===== config.mk =====
export PLATFORM = sky130hd
export DESIGN_NAME = eth_rx_ss_to_he_axis_bridge
export DESIGN_NICKNAME = d
export VERILOG_FILES = /design/src/rtl/ofs_fim_eth_plat_if_pkg.sv /design/src/rtl/eth_axis_skid_buf.sv /design/src/rtl/eth_rx_ss_to_he_axis_bridge.sv
export SDC_FILE = /design/constraint.sdc
export NUM_CORES = 1
export LEC_CHECK = 0
export BUFFER_PORTS_ARGS = -buffer_cell sky130_fd_sc_hd__buf_2
export CAP_MARGIN = 20
export CORE_UTILIZATION = 45
export CTS_CLUSTER_DIAMETER = 100
export DETAILED_ROUTE_END_ITERATION = 8
export GPL_ROUTABILITY_DRIVEN = 1
export HOLD_SLACK_MARGIN = 0.08
export PLACE_DENSITY = 0.68
export SLEW_MARGIN = 5
export SYNTH_ARGS = -nofsm -noshare
export SYNTH_HDL_FRONTEND = slang
export SYNTH_SLANG_ARGS = --single-unit

===== constraint.sdc =====
create_clock -name clk -period 6.48 [get_ports clk]
set_input_delay 0.648 -clock clk [delete_from_list [all_inputs] [get_ports clk]]
set_output_delay 0.648 -clock clk [all_outputs]
set_load 0.01 [all_outputs]

===== src/rtl/ofs_fim_eth_plat_if_pkg.sv =====
// Ethernet platform interface types shared by the HSSI SS and HE-HSSI sides of the RX path.
package ofs_fim_eth_plat_if_pkg;

    localparam int unsigned ETH_PACKET_WIDTH    = 64;
    localparam int unsigned ETH_RX_ERROR_WIDTH  = 6;
    localparam int unsigned ETH_SS_STS_WIDTH    = 5;
    localparam int unsigned ETH_SS_CLIENT_WIDTH = 7;
    localparam int unsigned ETH_KEEP_CNT_WIDTH  = 7;

    typedef struct packed {
        logic [ETH_SS_STS_WIDTH-1:0]    sts;
        logic [ETH_SS_CLIENT_WIDTH-1:0] client;
    } t_axis_hssi_ss_rx_tuser;

    typedef struct packed {
        logic [ETH_RX_ERROR_WIDTH-1:0] error;
    } t_axis_eth_rx_tuser;

    typedef enum logic {
        RX_IDLE   = 1'b0,
        RX_IN_PKT = 1'b1
    } t_rx_state;

    // Number of enabled bytes in a (zero-extended) tkeep vector.
    function automatic logic [ETH_KEEP_CNT_WIDTH-1:0] eth_keep_popcnt(input logic [63:0] keep);
        logic [ETH_KEEP_CNT_WIDTH-1:0] n;
        n = '0;
        for (int i = 0; i < 64; i++) begin
            n = n + ETH_KEEP_CNT_WIDTH'(keep[i]);
        end
        return n;
    endfunction

endpackage


===== src/rtl/eth_axis_skid_buf.sv =====
// Two-entry registered skid buffer for an AXI-S style payload; ready is a flop (not full).
module eth_axis_skid_buf #(
    parameter int unsigned PAYLOAD_W = 8
) (
    input  logic                 clk,
    input  logic                 rst_n,
    input  logic                 in_valid,
    output logic                 in_ready,
    input  logic [PAYLOAD_W-1:0] in_data,
    output logic                 out_valid,
    input  logic                 out_ready,
    output logic [PAYLOAD_W-1:0] out_data
);

    logic [PAYLOAD_W-1:0] mem_q [2];
    logic                 wr_ptr_q;
    logic                 rd_ptr_q;
    logic [1:0]           cnt_q;
    logic [1:0]           cnt_d;
    logic                 ready_q;
    logic                 valid_q;
    logic                 push;
    logic                 pop;

    assign push = in_valid & ready_q;
    assign pop  = valid_q & out_ready;

    always_comb begin
        cnt_d = cnt_q + 2'(push) - 2'(pop);
    end

    // Storage needs no reset: entries are only visible while counted as occupied.
    always_ff @(posedge clk) begin
        if (push) begin
            mem_q[wr_ptr_q] <= in_data;
        end
    end

    always_ff @(posedge clk or negedge rst_n) begin
        if (!rst_n) begin
            wr_ptr_q <= 1'b0;
            rd_ptr_q <= 1'b0;
            cnt_q    <= 2'd0;
            ready_q  <= 1'b0;
            valid_q  <= 1'b0;
        end else begin
            if (push) begin
                wr_ptr_q <= ~wr_ptr_q;
            end
            if (pop) begin
                rd_ptr_q <= ~rd_ptr_q;
            end
            cnt_q   <= cnt_d;
            ready_q <= (cnt_d != 2'd2);
            valid_q <= (cnt_d != 2'd0);
        end
    end

    assign in_ready  = ready_q;
    assign out_valid = valid_q;
    assign out_data  = mem_q[rd_ptr_q];

endmodule


===== src/rtl/eth_rx_ss_to_he_axis_bridge.sv =====
// RX bridge from the HSSI SS MAC AXI-S to the HE-HSSI AXI-S: skid buffering, EOP error map,
// tkeep framing checks and saturating delivery statistics.
module eth_rx_ss_to_he_axis_bridge
    import ofs_fim_eth_plat_if_pkg::*;
#(
    parameter int unsigned DATA_W = ETH_PACKET_WIDTH,
    parameter int unsigned KEEP_W = DATA_W / 8,
    parameter int unsigned CNT_W  = 32
) (
    input  logic                   clk,
    input  logic                   rst_n,
    input  logic                   ss_rx_tvalid,
    output logic                   ss_rx_tready,
    input  logic [DATA_W-1:0]      ss_rx_tdata,
    input  logic [KEEP_W-1:0]      ss_rx_tkeep,
    input  logic                   ss_rx_tlast,
    input  t_axis_hssi_ss_rx_tuser ss_rx_tuser,
    output logic                   he_rx_tvalid,
    input  logic                   he_rx_tready,
    output logic [DATA_W-1:0]      he_rx_tdata,
    output logic [KEEP_W-1:0]      he_rx_tkeep,
    output logic                   he_rx_tlast,
    output t_axis_eth_rx_tuser     he_rx_tuser,
    input  logic                   cnt_clr,
    output logic [CNT_W-1:0]       pkt_cnt,
    output logic [CNT_W-1:0]       err_pkt_cnt,
    output logic [CNT_W-1:0]       byte_cnt,
    output logic                   proto_err
);

    localparam int unsigned ERR_W     = ETH_RX_ERROR_WIDTH;
    localparam int unsigned PAYLOAD_W = 1 + ERR_W + KEEP_W + DATA_W;
    localparam int unsigned SUM_W     = CNT_W + 1;

    logic [ERR_W-1:0]              in_err;
    logic [ERR_W-1:0]              out_err;
    logic [PAYLOAD_W-1:0]          in_payload;
    logic [PAYLOAD_W-1:0]          out_payload;
    logic                          ss_accept;
    logic                          he_accept;
    logic                          unused_tuser;
    logic [KEEP_W-1:0]             keep_inc;
    logic                          keep_bad;
    logic [ETH_KEEP_CNT_WIDTH-1:0] keep_bytes;
    logic [SUM_W-1:0]              byte_sum;

    t_rx_state        state_q, state_d;
    logic             proto_err_q;
    logic [CNT_W-1:0] pkt_cnt_q, pkt_cnt_d;
    logic [CNT_W-1:0] err_pkt_cnt_q, err_pkt_cnt_d;
    logic [CNT_W-1:0] byte_cnt_q, byte_cnt_d;

    // Only client[5:0] of the EOP beat carries error status; sts and client[6] are dropped.
    assign in_err       = ss_rx_tlast ? ss_rx_tuser.client[ERR_W-1:0] : '0;
    assign unused_tuser = ^{ss_rx_tuser.sts, ss_rx_tuser.client[ETH_SS_CLIENT_WIDTH-1]};
    assign in_payload   = {ss_rx_tlast, in_err, ss_rx_tkeep, ss_rx_tdata};

    eth_axis_skid_buf #(
        .PAYLOAD_W (PAYLOAD_W)
    ) u_skid (
        .clk       (clk),
        .rst_n     (rst_n),
        .in_valid  (ss_rx_tvalid),
        .in_ready  (ss_rx_tready),
        .in_data   (in_payload),
        .out_valid (he_rx_tvalid),
        .out_ready (he_rx_tready),
        .out_data  (out_payload)
    );

    assign {he_rx_tlast, out_err, he_rx_tkeep, he_rx_tdata} = out_payload;
    assign he_rx_tuser.error = out_err;

    assign ss_accept = ss_rx_tvalid & ss_rx_tready;
    assign he_accept = he_rx_tvalid & he_rx_tready;

    // A last-beat keep is contiguous from bit 0 iff keep & (keep+1) clears every bit.
    assign keep_inc = ss_rx_tkeep + KEEP_W'(1);

    always_comb begin
        keep_bad = 1'b0;
        if (ss_rx_tlast) begin
            keep_bad = (ss_rx_tkeep == '0) || ((ss_rx_tkeep & keep_inc) != '0);
        end else begin
            keep_bad = (ss_rx_tkeep != '1);
        end
    end

    always_comb begin
        state_d = state_q;
        if (ss_accept) begin
            case (state_q)
                RX_IDLE:   state_d = ss_rx_tlast ? RX_IDLE : RX_IN_PKT;
                RX_IN_PKT: state_d = ss_rx_tlast ? RX_IDLE : RX_IN_PKT;
                default:   state_d = RX_IDLE;
            endcase
        end
    end

    assign keep_bytes = eth_keep_popcnt(64'(he_rx_tkeep));

    always_comb begin
        pkt_cnt_d     = pkt_cnt_q;
        err_pkt_cnt_d = err_pkt_cnt_q;
        byte_cnt_d    = byte_cnt_q;
        byte_sum      = SUM_W'(byte_cnt_q) + SUM_W'(keep_bytes);
        if (cnt_clr) begin
            pkt_cnt_d     = '0;
            err_pkt_cnt_d = '0;
            byte_cnt_d    = '0;
        end else if (he_accept) begin
            byte_cnt_d = byte_sum[CNT_W] ? '1 : byte_sum[CNT_W-1:0];
            if (he_rx_tlast) begin
                if (pkt_cnt_q != '1) begin
                    pkt_cnt_d = pkt_cnt_q + CNT_W'(1);
                end
                if ((out_err != '0) && (err_pkt_cnt_q != '1)) begin
                    err_pkt_cnt_d = err_pkt_cnt_q + CNT_W'(1);
                end
            end
        end
    end

    always_ff @(posedge clk or negedge rst_n) begin
        if (!rst_n) begin
            state_q       <= RX_IDLE;
            proto_err_q   <= 1'b0;
            pkt_cnt_q     <= '0;
            err_pkt_cnt_q <= '0;
            byte_cnt_q    <= '0;
        end else begin
            state_q       <= state_d;
            proto_err_q   <= ss_accept & keep_bad;
            pkt_cnt_q     <= pkt_cnt_d;
            err_pkt_cnt_q <= err_pkt_cnt_d;
            byte_cnt_q    <= byte_cnt_d;
        end
    end

    assign proto_err   = proto_err_q;
    assign pkt_cnt     = pkt_cnt_q;
    assign err_pkt_cnt = err_pkt_cnt_q;
    assign byte_cnt    = byte_cnt_q;

endmodule


== Word-level counts from Yosys, hierarchy flattened ==
Memories as Yosys holds them, arrays and structs flattened.
Cells that the tools add are included.
Storage, ports and cells
  flip-flop bits (word level): 103
  RAM bits: 158
  input bits: 90
  output and inout bits: 178
  logic and storage cells: 60
  memories: 1
Cells by class
  $add $sub $neg: 13
  equal/unequal tests: 4
  multiplexer cells: 15
  bitwise operators: 6
  reductions and logical operators: 12
Memory list
  u_skid.mem_q: depth 2, width 79, read ports 1, clocked after memory_dff 0, write ports 1, RTL line eth_axis_skid_buf.sv:15  | logic [PAYLOAD_W-1:0] mem_q [2];
Operators by type and width (count)
  32-bit 2-to-1 mux: 11
  32-bit by 1-bit adder with 32-bit output (second input constant): 2
  32-bit != test (second input constant): 2
  32-bit by 7-bit adder with 33-bit output: 1
  2-bit nonzero test: 5
  8-bit by 1-bit adder with 8-bit output (second input constant): 1
  8-bit AND: 1
  8-bit zero test: 1
  8-bit != test (second input constant): 1
  8-bit nonzero test: 1
  6-bit by 1-bit adder with 7-bit output: 1
  7-bit by 1-bit adder with 7-bit output: 1
  5-bit by 1-bit adder with 6-bit output: 1
  6-bit 2-to-1 mux: 1
  3-bit AND reduction: 2
  6-bit nonzero test: 1
  4-bit by 1-bit adder with 5-bit output: 1
  3-bit by 1-bit adder with 4-bit output: 1
  2-bit by 1-bit adder with 3-bit output: 1
  1-bit AND: 3
  1-bit 2-to-1 mux: 3
  1-bit by 1-bit adder with 2-bit output: 1
  2-bit by 1-bit adder with 2-bit output: 1
  2-bit != test (second input constant): 1
  4 further kinds: 5

== Longest topological paths before layout ==
An unclocked memory read counts as a cell.
  depth in word-level cells: 12
  gate-level depth with buffers: 17
  mapped depth without buffers: 13

== By module ==
Synthesis repeated with hierarchy kept, for this count alone.
Second synthesis, totals
  cell total of the unflattened synthesis: 912
  area, all modules: 12097.9 µm²
Modules (own cells, without submodules)
  eth_axis_skid_buf: instances 1, cells an instance 266, area an instance 6353.6 µm², seq. area each 4894.7 µm²
  eth_rx_ss_to_he_axis_bridge: instances 1, cells an instance 646, area an instance 5744.3 µm², seq. area each 2427.3 µm²

== Worst setup path after synthesis ==
No wires, ideal clock.
  path type: register -> register
  start: reg u_skid.rd_ptr_q
  end: reg byte_cnt_q[1], in the netlist byte_cnt[1]
  library setup time: 0.123 ns
  arrival: 4.978 ns
  required time: 6.357 ns
  path slack: 1.379 ns
  cell stages (with the launch flop): 18
  buffers on the path: 4
  period minus slack after synthesis: 5.101 ns
  cells stage by stage: dfrtp_1 -> buf_2 -> buf_1 -> clkbuf_1 -> mux2_2 -> fa_1 -> inv_1 -> fa_1 -> fa_1 -> fa_1 -> inv_1 -> fa_1 -> a211oi_1 -> nor2_1 -> nand4_1 -> clkbuf_1 -> nand2_1 -> o221a_2
Between the ends
  elaborated cells on any way between the ends: 12
  classes of those cells: 8 x add/sub; 3 x mux; 1 x memory
RTL lines
  from (decl): RTL line eth_axis_skid_buf.sv:17  | logic rd_ptr_q;
  from (signal assigned): RTL line eth_axis_skid_buf.sv:51  | rd_ptr_q <= ~rd_ptr_q;
  memory read 2 x 79 bit
  net he_rx_tkeep[2]: RTL line eth_rx_ss_to_he_axis_bridge.sv:21  | output logic [KEEP_W-1:0] he_rx_tkeep,
  2-bit by 1-bit adder with 3-bit output: RTL line ofs_fim_eth_plat_if_pkg.sv:29  | n = n + ETH_KEEP_CNT_WIDTH'(keep[i]);
  3-bit by 1-bit adder with 4-bit output: RTL line ofs_fim_eth_plat_if_pkg.sv:29
  4-bit by 1-bit adder with 5-bit output: RTL line ofs_fim_eth_plat_if_pkg.sv:29
  5-bit by 1-bit adder with 6-bit output: RTL line ofs_fim_eth_plat_if_pkg.sv:29
  6-bit by 1-bit adder with 7-bit output: RTL line ofs_fim_eth_plat_if_pkg.sv:29
  7-bit by 1-bit adder with 7-bit output: RTL line ofs_fim_eth_plat_if_pkg.sv:29
  32-bit by 7-bit adder with 33-bit output: RTL line eth_rx_ss_to_he_axis_bridge.sv:106  | byte_sum = SUM_W'(byte_cnt_q) + SUM_W'(keep_bytes);
  32-bit 2-to-1 mux: RTL line eth_rx_ss_to_he_axis_bridge.sv:112  | byte_cnt_d = byte_sum[CNT_W] ? '1 : byte_sum[CNT_W-1:0];
  32-bit 2-to-1 mux: RTL line eth_rx_ss_to_he_axis_bridge.sv:111  | end else if (he_accept) begin
  32-bit 2-to-1 mux: RTL line eth_rx_ss_to_he_axis_bridge.sv:107  | if (cnt_clr) begin
  to (signal assigned): RTL line eth_rx_ss_to_he_axis_bridge.sv:136  | byte_cnt_q <= byte_cnt_d;
  to (decl): RTL line eth_rx_ss_to_he_axis_bridge.sv:51  | logic [CNT_W-1:0] byte_cnt_q, byte_cnt_d;
The timed path passes the listed nets, and every way through them passes these cells. The select of a mux whose other input is x is not followed.
A chain may end at the register's enable or synchronous reset.

== Worst setup path after layout ==
  start: reg u_skid.rd_ptr_q
  end: reg byte_cnt_q[22], in the netlist byte_cnt[22]
Between the ends
  word-level cells in the longest chain between the ends: 12
Ends and longest elaborated chain (RTL line)
  memory read 2 x 79 bit (*)
  1-bit by 1-bit adder with 2-bit output: ofs_fim_eth_plat_if_pkg.sv:29
  2-bit by 1-bit adder with 3-bit output: ofs_fim_eth_plat_if_pkg.sv:29
  3-bit by 1-bit adder with 4-bit output: ofs_fim_eth_plat_if_pkg.sv:29
  4-bit by 1-bit adder with 5-bit output: ofs_fim_eth_plat_if_pkg.sv:29
  5-bit by 1-bit adder with 6-bit output: ofs_fim_eth_plat_if_pkg.sv:29
  6-bit by 1-bit adder with 7-bit output: ofs_fim_eth_plat_if_pkg.sv:29
  7-bit by 1-bit adder with 7-bit output (*): ofs_fim_eth_plat_if_pkg.sv:29
  32-bit by 7-bit adder with 33-bit output (*): eth_rx_ss_to_he_axis_bridge.sv:106
  32-bit 2-to-1 mux (*): eth_rx_ss_to_he_axis_bridge.sv:112
  32-bit 2-to-1 mux (*): eth_rx_ss_to_he_axis_bridge.sv:111
  32-bit 2-to-1 mux (*): eth_rx_ss_to_he_axis_bridge.sv:107
Mark *: on every way between the ends. The rest lies on a longest branch, timed or not. The select of a mux whose other input is x is not followed.

==> results.py <==
metrics = {
    "routing": {
        "antenna_left": 0,
        "drt-initial-drc-count": 598,
        "drc_errors": 0,
        "vias_per_cell": 5.593,
        "firstDrtPassIters": 7,
        "wl_mm": 27.94,
        "vias": 8658,
        "wl_per_cell_um": 18.05,
    },
    "logic_synthesis": {
        "yosysUniqueCellTypes": 63,
        "synthFlopType": "edfxtp_1",
        "synth_cells": 935,
        "async_flop_share": 0.3946,
        "synth.most_common_cell": "edfxtp_1",
        "synth_edf_count": 158,
        "synth_top_cell_area_share": 0.3982,
        "syn-cell-area_um2": 11910,
        "synth_seq_cells": 261,
        "yosys.area.top_type": "edfxtp_1",
        "synth_fp_nets": 1040,
        "yosysWarnings": 0,
        "ys_top_cells_by_area": "edfxtp_1 40%, dfrtp_1 22%, mux2_2 8.4%",
        "ys_seq_area_frac": 0.6146,
        "yosys-top-cells-count": "158 x edfxtp_1, 103 x dfrtp_1, 89 x mux2_2, 57 x a21oi_1, 45 x nor2_1",
        "avgSynthCellArea_um2": 12.74,
    },
    "pwr": {
        "leakage_nw": 5.791,
        "ir_drop_mv": 0.3282,
        "power_per_cell_area_nw_per_um2": 355.9,
    },
    "place": {
        "routabilityCongestion": 0.8160,
        "place_ws_ps": 1484,
        "hpwl_mm": 18.68,
        "placed_area_um2": 13480,
        "port_buffers": 261,
    },
    "timing": {
        "setup_slack_ps": 1454,
        "slew_violations": 0,
        "min_period_over_period": 0.7756,
        "min_period_ps": 5026,
        "worst_pin_slew_ps": 1007,
        "hold_viol": 0,
        "fmaxAchievable_mhz": 199.0,
        "fin_worst_skew_ps": 7.587,
        "setup_viol": 0,
        "rsz0062_at_grt": "no",
        "slew_headroom": 0.3288,
        "fin_tns_setup_ps": 0,
    },
    "setup_path": {
        "reg2reg_from": "u_skid.rd_ptr_q",
        "worstPathMaxFanout": 11,
        "rr_worst_depth": 13,
        "crit_type": "flop to flop",
        "slowest_delay_ps": 620,
        "cp.required_ps": 6850,
        "worst_path_max_delay_cell": "nor4_2",
        "crit_start": "u_skid.rd_ptr_q",
        "cp_common_cell": "fa_1",
        "worst_setup_path_start_kind": "flop",
        "critPathArrivalTime_ps": 5400,
        "endpoint_kind": "flop",
        "path_cells": "mux2_2 > fa_1 > inv_1 > fa_1 > fa_1 > fa_1 > inv_1 > fa_1 > a211oi_1 > nor4_2 > and2_1 > a21boi_1 > a211oi_1",
    },
    "clock_tree": {
        "clk_latency_ps": 550,
        "cts_resized": 0,
        "numCtsBuffers": 28,
        "ctsHoldBuffers": 0,
        "cts_root_buf": "clkbuf_16",
        "cts.sinks": 261,
        "cts_tree": "built",
        "cts.path.max_buffers": 3,
        "postCtsSetupRepairBufs": 0,
        "clk_pin_slew_ps": 60,
        "htree_levels": 1,
    },
    "run": {
        "max_cap_viol_count": 0,
    },
    "floorplan": {
        "core_um2": 25980,
        "dieArea_um2": 27130,
        "pin_count": 268,
        "die_y_um": 164.7,
        "start_util": 0.4585,
        "fp.dieW_um": 164.7,
        "rows": 59,
    },
    "run_status": {
        "status": "finished, final reports clean",
    },
    "global_routing": {
        "grt_pass1_wl_mm": 43.01,
        "grt_max_degree": 96,
        "grt_overflow": 0,
        "gr-usage-all-layers": 0.2001,
        "grt_pass1_vias": 8194,
        "antenna_found_initial": 5,
    },
    "cells_and_area": {
        "nets": 1292,
        "syn2layout_area_growth_pct": 20.79,
        "layout-drive-gt1-share": 0.3485,
        "design_area_um2": 14390,
        "final_util": 0.5538,
    },
    "min_path": {
        "min_path_type": "input port to asynchronous set/reset pin",
    },
}
[cell type report]
type,instances,area (um2)
fill,2261,11590
sequential,261,7326
inverter,27,101.3
tap,335,419.2
multi-input combinational,599,4263
clock buffer,39,792.0
antenna,5,12.51
clock inverter,12,103.9
timing repair buffer,270,1374
[layer usage]
layer	share of wire	GRT usage
met1	0.42	0.2618
met5	0	0
met4	0.030	0.07673
met2	0.50	0.3325
met3	0.052	0.03340
[path summary, 6_finish.rpt]
check	endpoint	slack (ps)
max	byte_cnt[22]	1450
min	err_pkt_cnt[20]	140
max reg2reg	byte_cnt[22]	1450
min reg2reg	byte_cnt[27]	500
max in group asynchronous	u_skid.rd_ptr_q	5080
min in group clk	u_skid.mem_q[1][0]	280
[critical path, delay by kind of cell (launching register included)]
| family | cells | cell delay [ps] |
|---|---|---|
| muxes | 1 | 390 |
| adders and majority gates | 5 | 2060 |
| AOI/OAI and AO/OA | 3 | 660 |
| DFF | 1 | 510 |
| and+or+nand+nor | 2 | 1080 |
| buffers and inverters | 2 | 130 |
[where the power goes]
group          switching (mW)  internal [mW]
Clock                   0.650          0.891
Combinational           0.828          0.612
Sequential             0.0852           2.06
Total                    1.56           3.56
[layout by cell type, fill, tap and decap left out, types with 10 or more instances in the layout]
cell       count
nand3_1       34
o31ai_1       21
inv_1         26
mux2_2        89
ha_1          10
or4_1         23
edfxtp_1     158
and3_1        13
dfrtp_1      102
nor2b_1       17
and4_1        14
o21ai_0       28
nor2_1        44
nor3_1        21
nand2_1       44
clkbuf_16     28
nor4_1        26
a211oi_1      14
nand4_1       29
and2_1        11
a21oi_1       57
a31oi_1       14
or3_1         14
buf_2        261
[cell families (layout without fill, tap and decap cells)]
logic type      count (synthesis)  after routing  synth area share
compound gates                166            166           0.08895
xor+xnor                        9              9          0.006617
fa+ha+maj                      15             15           0.01890
buf+inv                        75            348           0.02867
flops                         261            261            0.6146
mux                            96             96           0.09000
other cells                     0              5                 0
simple gates                  313            313            0.1523
[state kept, by name, summed over array words and instances (netlist names)]
signal,cells
byte_cnt,32
err_pkt_cnt,32
pkt_cnt,32
proto_err,1
u_skid.cnt_q,2
u_skid.in_ready,1
u_skid.mem_q,158
u_skid.out_valid,1
u_skid.rd_ptr_q,1
u_skid.wr_ptr_q,1
[stage by stage]
step | cells | power, mW | hold WS (ps)
CTS | 1542 | 5.191 | 156.7
global route | 1546 | 5.404 | 175.5
floorplan | 935 | 3.135 | 352.4
finish | 1548 | 5.122 | 144.3
detailed placement | 1491 | 3.628 | 499.4
global placement | 1490 | 3.605 | 499.6
No activity file was read; power rests on OpenSTA's default activity.
